File: src/rtl/jtag_sram_pkg.sv
// Shared types and defaults for the JTAG-fed asynchronous SRAM writer.
// The readback states are only reached when READBACK_VERIFY_EN is defined.
package jtag_sram_pkg;

  localparam int unsigned DEF_ADDR_W = 16;
  localparam int unsigned DEF_DATA_W = 8;

  typedef enum logic [2:0] {
    IDLE,
    SETUP,
    PULSE,
    HOLD,
    RB_SETUP,
    RB_SAMPLE
  } sram_wr_state_e;

  typedef struct packed {
    logic [DEF_ADDR_W-1:0] addr;
    logic [DEF_DATA_W-1:0] data;
  } sram_req_t;

  // A programmed phase length of zero still takes one cycle.
  function automatic int unsigned cyc_len(input int unsigned n);
    return (n == 0) ? 1 : n;
  endfunction

endpackage

File: src/rtl/sync_fifo.sv
// Circular request buffer with wrap-bit pointers and registered full/empty flags.
module sync_fifo #(
  parameter int unsigned WIDTH = 24,
  parameter int unsigned DEPTH = 4
) (
  input  logic             clk_i,
  input  logic             rst_i,
  input  logic             push_i,
  input  logic             pop_i,
  input  logic [WIDTH-1:0] wdata_i,
  output logic [WIDTH-1:0] rdata_o,
  output logic             full_o,
  output logic             empty_o
);

  localparam int unsigned IDX_W = $clog2(DEPTH);
  localparam int unsigned PTR_W = IDX_W + 1;

  logic [WIDTH-1:0] mem_q [DEPTH];
  logic [PTR_W-1:0] wr_q, wr_d, rd_q, rd_d;
  logic             full_q, empty_q, full_d, empty_d;
  logic             do_push, do_pop;

  // A pop in the same cycle frees the slot a push into a full buffer needs.
  assign do_pop  = pop_i & ~empty_q;
  assign do_push = push_i & (~full_q | do_pop);

  always_comb begin
    wr_d    = wr_q + PTR_W'(do_push);
    rd_d    = rd_q + PTR_W'(do_pop);
    empty_d = (wr_d == rd_d);
    full_d  = (wr_d[PTR_W-1] != rd_d[PTR_W-1]) && (wr_d[IDX_W-1:0] == rd_d[IDX_W-1:0]);
  end

  always_ff @(posedge clk_i) begin
    if (rst_i) begin
      wr_q    <= '0;
      rd_q    <= '0;
      full_q  <= 1'b0;
      empty_q <= 1'b1;
    end else begin
      wr_q    <= wr_d;
      rd_q    <= rd_d;
      full_q  <= full_d;
      empty_q <= empty_d;
    end
  end

  always_ff @(posedge clk_i) begin
    if (do_push) mem_q[wr_q[IDX_W-1:0]] <= wdata_i;
  end

  assign rdata_o = mem_q[rd_q[IDX_W-1:0]];
  assign full_o  = full_q;
  assign empty_o = empty_q;

endmodule

File: src/rtl/jtag_sram_writer.sv
// Buffers JTAG write requests and replays each as a timed async-SRAM write cycle.
// Define READBACK_VERIFY_EN to add a read-back compare after every write.
module jtag_sram_writer
  import jtag_sram_pkg::*;
#(
  parameter int unsigned ADDR_W     = DEF_ADDR_W,
  parameter int unsigned DATA_W     = DEF_DATA_W,
  parameter int unsigned FIFO_DEPTH = 4,
  parameter int unsigned SETUP_CYC  = 1,
  parameter int unsigned PULSE_CYC  = 2,
  parameter int unsigned HOLD_CYC   = 1
) (
  input  logic              tck,
  input  logic              aclr,
  input  logic              req_we,
  input  logic [ADDR_W-1:0] req_addr,
  input  logic [DATA_W-1:0] req_data,
  output logic [ADDR_W-1:0] sram_a,
  output logic [DATA_W-1:0] sram_dq_o,
  output logic              sram_dq_oe,
  output logic              sram_ce_n,
  output logic              sram_we_n,
  output logic              sram_oe_n,
  output logic              busy,
  output logic              fifo_full,
  output logic [15:0]       wr_count,
  output logic [7:0]        drop_count
`ifdef READBACK_VERIFY_EN
  ,
  input  logic [DATA_W-1:0] sram_dq_i,
  output logic              verify_err,
  output logic [ADDR_W-1:0] err_addr
`endif
);

  localparam int unsigned S_LEN  = cyc_len(SETUP_CYC);
  localparam int unsigned P_LEN  = cyc_len(PULSE_CYC);
  localparam int unsigned H_LEN  = cyc_len(HOLD_CYC);
  localparam int unsigned RB_LEN = S_LEN + P_LEN;
  localparam int unsigned CNT_W  = 16;
  localparam int unsigned REQ_W  = ADDR_W + DATA_W;
`ifdef READBACK_VERIFY_EN
  localparam sram_wr_state_e AFTER_HOLD = RB_SETUP;
  localparam sram_wr_state_e LAST_ST    = RB_SAMPLE;
`else
  localparam sram_wr_state_e AFTER_HOLD = IDLE;
  localparam sram_wr_state_e LAST_ST    = HOLD;
`endif

  sram_wr_state_e    state_q, state_d, nxt;
  logic [CNT_W-1:0]  cnt_q, cnt_d, dur;
  logic              req_we_q, push, pop, wr_done;
  logic              fifo_full_w, fifo_empty;
  logic [REQ_W-1:0]  fifo_rdata;
  logic [ADDR_W-1:0] a_q;
  logic [DATA_W-1:0] d_q;
  logic              ce_n_q, we_n_q, dq_oe_q;
  logic [15:0]       wr_count_q;
  logic [7:0]        drop_count_q;

  assign push = req_we & ~req_we_q;

  sync_fifo #(
    .WIDTH (REQ_W),
    .DEPTH (FIFO_DEPTH)
  ) u_fifo (
    .clk_i   (tck),
    .rst_i   (aclr),
    .push_i  (push),
    .pop_i   (pop),
    .wdata_i ({req_addr, req_data}),
    .rdata_o (fifo_rdata),
    .full_o  (fifo_full_w),
    .empty_o (fifo_empty)
  );

  // Phase sequencing: each active state runs for its own cycle budget.
  always_comb begin
    state_d = state_q;
    cnt_d   = cnt_q;
    pop     = 1'b0;
    dur     = CNT_W'(1);
    nxt     = IDLE;
    case (state_q)
      IDLE: begin
        if (!fifo_empty) begin
          pop     = 1'b1;
          state_d = SETUP;
          cnt_d   = '0;
        end
      end
      SETUP: begin dur = CNT_W'(S_LEN); nxt = PULSE;      end
      PULSE: begin dur = CNT_W'(P_LEN); nxt = HOLD;       end
      HOLD:  begin dur = CNT_W'(H_LEN); nxt = AFTER_HOLD; end
`ifdef READBACK_VERIFY_EN
      RB_SETUP:  begin dur = CNT_W'(RB_LEN); nxt = RB_SAMPLE; end
      RB_SAMPLE: begin dur = CNT_W'(1);      nxt = IDLE;      end
`endif
      default: state_d = IDLE;
    endcase
    if (state_q != IDLE) begin
      if (cnt_q == dur - CNT_W'(1)) begin
        state_d = nxt;
        cnt_d   = '0;
      end else begin
        cnt_d = cnt_q + CNT_W'(1);
      end
    end
    wr_done = (state_q == LAST_ST) && (cnt_q == dur - CNT_W'(1));
  end

  // Strobes are registered from the current phase, trailing it by one cycle.
  always_ff @(posedge tck) begin
    if (aclr) begin
      state_q      <= IDLE;
      cnt_q        <= '0;
      req_we_q     <= 1'b0;
      a_q          <= '0;
      d_q          <= '0;
      ce_n_q       <= 1'b1;
      we_n_q       <= 1'b1;
      dq_oe_q      <= 1'b0;
      wr_count_q   <= '0;
      drop_count_q <= '0;
    end else begin
      state_q  <= state_d;
      cnt_q    <= cnt_d;
      req_we_q <= req_we;
      if (pop) {a_q, d_q} <= fifo_rdata;
      ce_n_q     <= (state_q == IDLE);
      we_n_q     <= (state_q != PULSE);
      dq_oe_q    <= (state_q == SETUP) || (state_q == PULSE) || (state_q == HOLD);
      wr_count_q <= wr_count_q + 16'(wr_done);
      if (push && fifo_full_w && !pop && (drop_count_q != 8'hFF))
        drop_count_q <= drop_count_q + 8'd1;
    end
  end

`ifdef READBACK_VERIFY_EN
  logic              oe_n_q, verify_err_q;
  logic [ADDR_W-1:0] err_addr_q;

  always_ff @(posedge tck) begin
    if (aclr) begin
      oe_n_q       <= 1'b1;
      verify_err_q <= 1'b0;
      err_addr_q   <= '0;
    end else begin
      oe_n_q <= !((state_q == RB_SETUP) || (state_q == RB_SAMPLE));
      if ((state_q == RB_SAMPLE) && (sram_dq_i != d_q)) begin
        verify_err_q <= 1'b1;
        err_addr_q   <= a_q;
      end
    end
  end

  assign sram_oe_n  = oe_n_q;
  assign verify_err = verify_err_q;
  assign err_addr   = err_addr_q;
`else
  assign sram_oe_n  = 1'b1;
`endif

  assign sram_a     = a_q;
  assign sram_dq_o  = d_q;
  assign sram_dq_oe = dq_oe_q;
  assign sram_ce_n  = ce_n_q;
  assign sram_we_n  = we_n_q;
  assign busy       = ~fifo_empty | (state_q != IDLE);
  assign fifo_full  = fifo_full_w;
  assign wr_count   = wr_count_q;
  assign drop_count = drop_count_q;

endmodule

File: config.mk
export PLATFORM = sky130hd
export DESIGN_NAME = jtag_sram_writer
export DESIGN_NICKNAME = d
export VERILOG_FILES = /design/src/rtl/jtag_sram_pkg.sv /design/src/rtl/sync_fifo.sv /design/src/rtl/jtag_sram_writer.sv
export SDC_FILE = /design/constraint.sdc
export NUM_CORES = 1
export LEC_CHECK = 0
export BUFFER_PORTS_ARGS = -buffer_cell sky130_fd_sc_hd__buf_2
export CORE_MARGIN = 8
export CORE_UTILIZATION = 40
export CTS_CLUSTER_DIAMETER = 120
export DETAILED_ROUTE_END_ITERATION = 8
export GPL_TIMING_DRIVEN = 0
export MAX_ROUTING_LAYER = met4
export PLACE_DENSITY_LB_ADDON = 0.08
export SYNTH_ARGS = -nofsm -noshare
export SYNTH_HDL_FRONTEND = slang
export SYNTH_SLANG_ARGS = --single-unit
File: constraint.sdc
create_clock -name tck -period 6.4 [get_ports tck]
set_input_delay 0.64 -clock tck [delete_from_list [all_inputs] [get_ports tck]]
set_output_delay 0.64 -clock tck [all_outputs]
set_load 0.1 [all_outputs]
Yosys cells after proc, flatten, opt, wreduce, memory -nomap -nowiden. Memory sizes are Yosys's and may differ from the RTL's. A register that Yosys moved wholly into a read port is not among the register bits. Index checks and enable logic that the tools add are counted.

Bits in writable memories: 96. Word-level logic and storage cells: 64. Bits in registers: 55. Memories: 1. Output and inout port bits: 54.

Memories: u_fifo.mem_q (depth 4, bits a word 24, rd ports 1, clocked after Yosys merged registers in 1, wr ports 1, RTL line sync_fifo.sv:19) `logic [WIDTH-1:0] mem_q [DEPTH];`.

Mux-type cells: 14. Equal/unequal tests: 10. Bitwise logic cells: 8. Add/subtract/negate cells: 6. Reductions and logical operators: 13.

Operator list (count): $mux 16 (4); $add 16x1->16 (1); $add 16x1->16 const B (1); $eq 16x16->1 (1); $sub 16x1->16 const B (1); $mux 3 (3); $add 8x1->8 const B (1); $ne 8x8->1 const B (1); $add 3x1->3 (2); $eq 3x2->1 const B (2); $pmux 3 s2 (1); $logic_and 1x1->1 (5); $mux 1 (4); $pmux 2 s2 (1); $and 1x1->1 (3); $eq 3x1->1 const B (1); $eq 3x3->1 (1); $logic_not 3->1 (1); $ne 3x2->1 const B (1); $not 1->1 (3); $reduce_bool 3->1 (1); $reduce_or 3->1 (1); $eq 2x2->1 (1); $logic_or 1x1->1 (2); other kinds (7) (8).

Longest topological paths before layout. Gate-level depths: netlist of the first run.

Depth in word-level cells: 8. Gate-level depth with buffers: 11. Depth with buffers taken out: 9.

By module. Synthesis of the first run repeated with hierarchy kept, for this count alone.

Cell total of the unflattened synthesis: 529. Area total of the unflattened synthesis: 6995.5 um^2.

By module, submodules not included: sync_fifo (area an instance 3853.7 um^2, instances 1, cells each 161); jtag_sram_writer (area an instance 3141.8 um^2, instances 1, cells each 368).

Least setup slack after synthesis of the first run. No wires, ideal clock.

Path kind: in2reg. Start point: in req_we. End point: mem u_fifo.mem_q[0][0], enable pin. Stages on the path: 3. Path slack: 2.903 ns. Buffers on the path: 0. Data required time: 5.960 ns. Arrival time: 3.057 ns. Cells stage by stage: nor2b_1 > nor2b_1 > nor3b_1.

Cells in the longest elaborated chain, start to end: 4.

Ends and longest elaborated chain: from (decl) (RTL line jtag_sram_writer.sv:15) `input logic req_we,`; $and 1x1->1 (RTL line jtag_sram_writer.sv:61) `assign push = req_we & ~req_we_q;`; $and 1x1->1 (RTL line sync_fifo.sv:26) `assign do_push = push_i & (~full_q | do_pop);`; $mux 1 (RTL line sync_fifo.sv:50) `if (do_push) mem_q[wr_q[IDX_W-1:0]] <= wdata_i;`; $mux 1 (implied by the code) (RTL line sync_fifo.sv:50); to (decl) (RTL line sync_fifo.sv:19).

Every way passes these cells.

Worst setup path in the final report of the first run.
Start point: reg cnt_q[4]. End point: reg wr_count_q[14] (netlist: wr_count[14]).

Cells in the longest elaborated chain, start to end: 3.

Ends and longest elaborated chain: from (decl) (RTL line jtag_sram_writer.sv:51) `logic [CNT_W-1:0] cnt_q, cnt_d, dur;`; from (signal assigned) (RTL line jtag_sram_writer.sv:127) `cnt_q <= cnt_d;`; $eq 16x16->1 (RTL line jtag_sram_writer.sv:109) `wr_done = (state_q == LAST_ST) && (cnt_q == dur - CNT_W'(1));`; $logic_and 1x1->1 (RTL line jtag_sram_writer.sv:109); $add 16x1->16 (RTL line jtag_sram_writer.sv:133) `wr_count_q <= wr_count_q + 16'(wr_done);`; to (signal assigned) (RTL line jtag_sram_writer.sv:133); to (decl) (RTL line jtag_sram_writer.sv:58) `logic [15:0] wr_count_q;`.

Every way passes these cells. A chain may end at the register's enable or synchronous reset.

==> results of run 1 <==
-- layout by cell type, fill, tap and decap left out, drive strengths merged, types with 10 or more instances in the layout --
| cell | n |
|---|---|
| a21oi | 38 |
| nand4 | 12 |
| xnor2 | 10 |
| o21ai | 12 |
| nor4 | 10 |
| nand3 | 15 |
| buf | 91 |
| mux4 | 24 |
| nand2 | 69 |
| edfxtp | 96 |
| inv | 15 |
| nor2 | 21 |
| clkbuf | 36 |
| dfxtp | 79 |
-- cells by family (layout without fill, tap and decap cells) --
logic type	Yosys count	count (layout)	synth area share
simple gates	190	190	0.151
compound gates	78	78	0.0703
mux	28	28	0.0828
other cells	2	3	0.00107
flops	175	175	0.637
fa+ha+maj	8	8	0.0143
buf+inv	36	148	0.0227
xor+xnor	17	17	0.0212
-- per-layer routing --
metal / GRT usage / vias to the layer above / wire [um]
li1: - / 2222 / -
met1: 0.174 / 2227 / 6780
met2: 0.236 / 78 / 7410
met3: 0.0301 / 9 / 643
met4: 0.0551 / 0 / 144
met5: - / - / 0
-- state kept, by name (all words and copies together) (netlist names) --
name            cells
sram_a             16
u_fifo.wr_q         3
sram_ce_n           1
sram_we_n           1
state_q             3
sram_dq_oe          1
drop_count          8
wr_count           16
u_fifo.rd_q         3
u_fifo.empty_o      1
req_we_q            1
u_fifo.full_o       1
sram_dq_o           8
u_fifo.mem_q       96
cnt_q              16
-- per-stage QoR --
stage,cells,hold slack [ps],power [mW]
2_1_floorplan,534,477,1.56
3_3_place_gp,837,441,1.65
3_5_place_dp,839,443,1.65
4_1_cts,871,407,2.63
5_1_grt,872,408,2.70
6_report,872,427,2.60
-- where the power goes --
part	internal, mW	switching [mW]
Sequential	1.23	0.0195
Combinational	0.102	0.267
Clock	0.520	0.455
Total	1.85	0.741
-- final cells by class --
type,instances,share of cell area
Sequential cell,175,0.539
Multi-Input combinational cell,323,0.290
Clock buffer,18,0.0530
Timing Repair Buffer,80,0.0499
Tap cell,225,0.0340
Buffer,29,0.0160
Clock inverter,14,0.0144
Inverter,7,0.00317
Antenna cell,1,0.000302
-- worst paths after layout --
path	startpoint	to	slack [ps]	cells after the start
hold / removal	req_addr[12]	u_fifo.mem_q[1][20]	430	1
setup / recovery	cnt_q[4]	wr_count[14]	3540	11
hold reg to reg	sram_dq_o[5]	sram_dq_o[5]	450	2
setup reg to reg	cnt_q[4]	wr_count[14]	3540	11
==> results.toml, run 1 <==
[status]
status = "finished clean"

[power_and_ir_drop]
powerDensity_mw_per_mm2 = 314
ir_drop_mv = 0.274
total_leakage_power_nw = 2.94

[layout]
nFillCells = 1538
fin_util = 0.480
seq_area_mm2 = 0.00446
finalNetCount = 668
drive_gt1_frac = 0.251
final_cell_area_mm2 = 0.00828
synthToLayoutAreaGrowth_pct = 18.1
multi_input_area_mm2 = 0.00240

[yosys]
postSynthAreaPerCell_um2 = 13.1
synth_edf_count = 96
yosysWarningCount = 0
yosys.area.top_type_share = 0.411
syn_area_mm2 = 0.00701
yosys-top-cells-count = "edfxtp_1 (96), dfxtp_1 (79), nand2_1 (69)"
netlist.top_cell.by_area = "edfxtp_1"
syn_inst = 534
synthTopCellsByArea = "edfxtp_1 (41%), dfxtp_1 (23%), mux4_2 (7.7%), nand2_1 (3.7%), a21oi_1 (2.7%)"
ys_seq_area_frac = 0.637
async_reset_ff_frac = 0
ys.flop_type = "edfxtp_1"
synthesis.nets = 569
synth_cell_types = 61
synth-seq-cells = 175
yosysMostFrequentCell = "edfxtp_1"

[worst_setup_path]
required_ps = 6740
crit_buf_inv = 2
cp-end-kind = "flip-flop"
crit_family = "simple AND/OR/NAND/NOR gates"
crit_type = "reg -> reg"
crit_chain = "clkbuf_1 > nor4_2 > nand4_4 > nor4_1 > ha_1 > ha_1 > and3_1 > clkbuf_1 > nand3_1 > or3_1 > a21oi_1"
critPathMaxFanout = 10
critPathMaxStageDelay_ps = 380
cpMaxStageDelayCell = "or3_1"
cp-start-kind = "flip-flop"
critical_path_arrival_ps = 3210

[sta]
max_freq_mhz = 349
drv_slew = 0
fin_ws_ps = 3540
finalHoldViolCount = 0
rsz0062_at_grt = "no"
setup_viol = 0
fin_tns_setup_ps = 0
fin_crit_ps = 2860
max_slew_margin = 0.396
tightest_slew_ps = 903
clock_skew_ps = 10.5
timing.final.crit_share = 0.447

[clock_network]
cts_hold_buf = 0
clk_latency_ps = 420
h-tree-depth = 4
cts_resized = 0
root_buffer = "clkbuf_16"
clk_pin_slew_worst_paths_ps = 70
cts.sinks = 175
cts-buffers-inserted = 17
post_cts_buffers = 0
cts_tree = "done"
clockBufferDepth = 2

[global_route]
grt_pass1_vias = 4554
grt.overflow.total = 0
grt_max_degree = 25
grt_use_total = 0.144
grt_pass1_wl_um = 24000
antenna_found_initial = 1

[routing]
ant_nets = 0
routed_wl_um = 15000
drt-initial-drc-count = 238
vias = 4536
via_per_inst = 5.20
avgRoutedWirePerCell_um = 17.2
drc = 0
first_pass_iters = 4

[die]
rows = 48
core_area_mm2 = 0.0172
die_w_um = 148
initial_utilization = 0.407
die_y_um = 148
io_pins = 81
die-area_mm2 = 0.0220

[placement]
dp_hpwl_um = 10100
placement.cell_area_mm2 = 0.00772
portBuffers = 78
pre_cts_slack_ps = 3480
place_congestion = 0.793

[run]
maxCapViolations = 0

[min_path]
hold_class = "in -> reg"
Note: power is estimated with default switching activity, not from simulation.
==> run 2, diff against run 1 <==
Settings changed: ABC_AREA set to 1.
Clock period 6.4 ns to 2.45 ns, I/O delays scaled along.
==> results.toml, run 2 <==
[routing]
vias = 5550
avgRoutedWirePerCell_um = 16.2
wl_met1_um = 8370
via_per_inst = 5.04
wl_met3_um = 841
ant_nets = 0
top_layer_used = "met4"
drt-initial-drc-count = 261
drc = 0
dr_wl_met2_um = 8550
first_pass_iters = 5
routed_wl_um = 17900

[layout]
fin_util = 0.488
most-common-layout-cells = "nor2_1 (143), edfxtp_1 (96), nand2_1 (95)"
layout_commonest_cell = "nor2_1"
finalNetCount = 894
largest_register_ffs = 96
final_cell_area_mm2 = 0.00871
drive_gt1_frac = 0.201
synthToLayoutAreaGrowth_pct = 20.7

[yosys]
ys.flop_type = "edfxtp_1"
synthXorXnorAreaFrac = 0.0134
yosys-top-cells-count = "nor2_1 (146), edfxtp_1 (96), nand2_1 (96)"
synth_top_family_by_area = "simple AND/OR/NAND/NOR gates"
yosysWarningCount = 0
synth_edf_count = 96
synth-seq-cells = 175
synth_cell_types = 36
yosysMostFrequentCell = "nor2_1"
syn_inst = 751
ys_seq_area_frac = 0.619
postSynthAreaPerCell_um2 = 9.61
synth_mux_area_frac = 0
synth-compound-area-share = 0.113
synthTopCellsByArea = "edfxtp_1 (40%), dfxtp_1 (22%), nor2_1 (7.6%), o21ai_0 (5.2%), nand2_1 (5.0%)"
async_reset_ff_frac = 0
synthesis.nets = 786
netlist.top_cell.by_area = "edfxtp_1"
synthSimpleGateAreaFrac = 0.189
synthAdderAreaFrac = 0.0139
syn_area_mm2 = 0.00721
yosys.area.top_type_share = 0.400

[worst_setup_path]
crit_type = "reg -> reg"
required_ps = 2800
cpMostUsedCell = "ha_2"
cp-end-kind = "flip-flop"
crit_family = "simple AND/OR/NAND/NOR gates"
critPathMaxStageDelay_ps = 370
crit_buf_inv = 2
crit_chain = "inv_1 > nand2_1 > nand2_2 > nand3_4 > nor3_4 > ha_2 > ha_2 > nand3_2 > inv_2 > nand3_1 > or2_0 > a21oi_1"
critPathMaxFanout = 6
cp-start-kind = "flip-flop"
cpMaxStageDelayCell = "dfxtp_1"
critical_path_arrival_ps = 2610

[sta]
whs_ps = 33.6
finalHoldViolCount = 0
setup_viol = 0
max_freq_mhz = 443
fin_crit_ps = 2260
clock_skew_ps = 8.97
drv_slew = 0
max_slew_margin = 0.439
fin_ws_ps = 191
timing.final.crit_share = 0.922
tightest_slew_ps = 836

[global_route]
grt_pass1_wl_um = 28800
grt.overflow.total = 0
antenna_found_initial = 0
grt_max_degree = 18
grt_use_total = 0.168
grt_pass1_vias = 5467

[placement]
pre_cts_slack_ps = -62.7
placement.cell_area_mm2 = 0.00802
place_congestion = 0.894
dp_hpwl_um = 12600
portBuffers = 78

[min_path]
hold_class = "in -> reg"

[clock_network]
h-tree-depth = 4
clk_pin_slew_worst_paths_ps = 70
cts_tree = "done"
clockBufferDepth = 2
clk_latency_ps = 420
cts_hold_buf = 0
cts.sinks = 175
cts-buffers-inserted = 17
root_buffer = "clkbuf_16"

[die]
initial_utilization = 0.404
die_w_um = 150
die_y_um = 150
io_pins = 81
core_area_mm2 = 0.0178
die-area_mm2 = 0.0226
rows = 49

[status]
status = "finished clean"

[run]
maxCapViolations = 0

[power_and_ir_drop]
ir_drop_mv = 0.562
total_leakage_power_nw = 3.37
powerDensity_mw_per_mm2 = 829
total_power_mw = 7.22
## run 2: changes by cell type in the layout (fill, tap and decap cells not counted), moves of 7 or more
cell     previous run  this run
o21ai_0             9        72
or3_1               7         0
o21ai_1             2        14
nor2b_1             9         0
a31oi_1             0        27
nor2_1             20       143
mux4_2             24         0
o31ai_1             8         0
nor4_1              7         0
or4_1               7         0
nand3_1            15        28
nand2_1            69        95
inv_1               6        52
## run 2: power breakdown
group          total (mW)  switching (mW)  internal (mW)
Sequential           3.30          0.0660           3.24
Clock                2.77            1.23           1.54
Combinational        1.15           0.916          0.236
Total                7.22            2.21           5.01
## run 2: path summary, 6_finish.rpt
kind         slack [ps]  cells after the start         start                   to
min reg2reg         500                      2  wr_count[15]         wr_count[15]
max reg2reg         190                     12      cnt_q[0]         wr_count[12]
max                 190                     12      cnt_q[0]         wr_count[12]
min                  30                      1  req_addr[15]  u_fifo.mem_q[2][23]
## run 2: timing repair
item / in CTS / in global routing
pin swaps: 0 / 3
gates resized for setup: 4 / 19
setup buffers: 0 / 2
endpoints found under the setup margin: 3 / 7
cloned: 0 / 0
## run 2: area by class of cell
cell class	instances	area (um2)
tap	229	287
antenna	1	2.50
multi-input combinational	488	2470
inverter	57	214
clock inverter	14	171
buffer	31	158
timing repair buffer	89	514
clock buffer	18	429
sequential	175	4470
fill	1688	9130
## run 2: logic make-up (layout without fill, tap and decap cells)
| kind of cell | after synthesis | count (layout) |
|---|---|---|
| flip-flops | 175 | 175 |
| XOR/XNOR | 11 | 11 |
| AO/OA/AOI/OAI | 153 | 153 |
| adder cells (fa/ha/maj) | 8 | 8 |
| buffers and inverters | 88 | 209 |
| other | 2 | 3 |
| AND/OR/NAND/NOR | 314 | 314 |
## run 2: per-layer routing
metal | vias to the layer above | global-route usage
li1 | 2769 | -
met1 | 2647 | 0.211
met2 | 120 | 0.270
met3 | 14 | 0.0394
met4 | 0 | 0.0400
met5 | - | -
## run 2: through the flow
stage / instances / setup TNS (ps)
after floorplan: 751 / -46840
after CTS: 1099 / 0
final: 1102 / 0
after detailed placement: 1067 / -70.6
after global placement: 1058 / -208650
after global routing: 1101 / -3.71
==> run 3, diff against run 2 <==
Settings changed: ABC_AREA 1 to unset, PLACE_DENSITY_LB_ADDON 0.08 to 0.25.
==> results.toml, run 3 (same netlist as run 1, synthesis figures left out) <==
[layout]
largest_register_ffs = 96
layout_commonest_cell = "edfxtp_1"
most-common-layout-cells = "edfxtp_1 (96), buf_2 (83), dfxtp_1 (71)"
final_cell_area_mm2 = 0.00851
nFillCells = 1499
fin_util = 0.493
drive_gt1_frac = 0.295
finalNetCount = 677
synthToLayoutAreaGrowth_pct = 21.3

[sta]
clock_skew_ps = 15.5
timing.final.crit_share = 0.989
max_slew_margin = 0.525
rsz0062_at_grt = "yes"
finalHoldViolCount = 0
whs_ps = 29.6
max_freq_mhz = 413
tightest_slew_ps = 713
setup_viol = 0
fin_crit_ps = 2420
drv_slew = 0

[global_route]
busiest_layer = "met2"
grt_max_degree = 25
use_met2 = 0.245
grt.overflow.total = 0
grt_pass1_vias = 4671
grt_util_met1 = 0.180
antenna_found_initial = 2
gr-usage-met3 = 0.0401
grt_pass1_wl_um = 24900
grt_use_total = 0.150

[clock_network]
h-tree-depth = 4
root_buffer = "clkbuf_16"
cts.sinks = 175
clk_pin_slew_worst_paths_ps = 70
cts-buffers-inserted = 17
clockBufferDepth = 2
clk_latency_ps = 430
cts_tree = "done"

[die]
io_pins = 81
die-area_mm2 = 0.0220
die_w_um = 148
initial_utilization = 0.407
core_area_mm2 = 0.0172
die_y_um = 148
rows = 48

[power_and_ir_drop]
total_leakage_power_nw = 3.01
powerDensity_mw_per_mm2 = 799
ir_drop_mv = 0.595

[placement]
portBuffers = 78
place_congestion = 0.838
placement.cell_area_mm2 = 0.00774
dp_hpwl_um = 9960

[run]
maxCapViolations = 0

[status]
status = "finished clean"

[worst_setup_path]
crit_family = "simple AND/OR/NAND/NOR gates"
required_ps = 2810
cpMostUsedCell = "nor4_4"
crit_buf_inv = 0
cpMaxStageDelayCell = "or4_4"
cp-end-kind = "flip-flop"
critical_path_arrival_ps = 2780
critPathMaxFanout = 5
critPathMaxStageDelay_ps = 430
crit_type = "reg -> reg"
crit_chain = "nor4_4 > nand4_4 > nor4_4 > ha_4 > nand2_4 > or3_4 > or4_4 > a21oi_2"
cp-start-kind = "flip-flop"

[routing]
ant_nets = 0
via_per_inst = 5.27
vias = 4644
routed_wl_um = 15400
drt-initial-drc-count = 245
drc = 0
avgRoutedWirePerCell_um = 17.5
first_pass_iters = 4

[min_path]
hold_class = "in -> reg"
run 3: cell count changes in the layout (fill, tap and decap cells not counted), sizes merged, moves of 7 or more:
cell	change
o31ai	+8
nor3	-9
nor2b	+9
nand2	-29
nand3	-18
nor2	-129
nor4	+10
a31oi	-27
or4	+7
inv	-49
mux4	+24
o21ai	-75
or3	+8
run 3: stage by stage:
step / TNS [ps] / power (mW) / setup slack (ps) / cells
global route: -115 / 7.07 / -96.4 / 881
detailed placement: -28300 / 4.32 / -478 / 838
floorplan: 0 / 4.09 / 14.1 / 534
CTS: -121 / 6.87 / -9.25 / 873
global placement: -47360 / 4.30 / -546 / 837
finish: 0 / 6.80 / 27.2 / 881
run 3: what timing repair did:
item,4_1_cts,5_1_grt
hold buffers,0,0
pin swaps,7,11
setup buffers,4,8
resized for setup,16,17
setup endpoints to repair,104,78
gates cloned,1,0
run 3: power by group:
part | internal, mW | switching [mW]
Sequential | 3.22 | 0.0564
Clock | 1.34 | 1.20
Combinational | 0.278 | 0.706
Total | 4.83 | 1.96
run 3: metal layers:
| metal | routed length, um | vias up |
|---|---|---|
| met1 | 6880 | 2284 |
| met5 | 0 | - |
| met2 | 7640 | 111 |
| met4 | 156 | 0 |
| li1 | - | 2232 |
| met3 | 763 | 17 |
run 3: final cells by class:
| class | instances | area (um2) | share of cell area |
|---|---|---|---|
| inverter | 7 | 26.3 | 0.00309 |
| tap | 225 | 282 | 0.0331 |
| clock buffer | 18 | 429 | 0.0505 |
| antenna | 2 | 5.00 | 0.000588 |
| sequential | 175 | 4480 | 0.527 |
| clock inverter | 13 | 124 | 0.0146 |
| buffer | 26 | 123 | 0.0144 |
| multi-input combinational | 324 | 2530 | 0.297 |
| timing repair buffer | 91 | 508 | 0.0597 |
run 3: path summary, 6_finish.rpt:
check	slack (ps)	startpoint	cells after the start	end
max	30	cnt_q[13]	8	wr_count[15]
max reg2reg	30	cnt_q[13]	8	wr_count[15]
min reg2reg	450	sram_dq_o[1]	2	sram_dq_o[1]
min	30	req_addr[1]	1	u_fifo.mem_q[1][9]
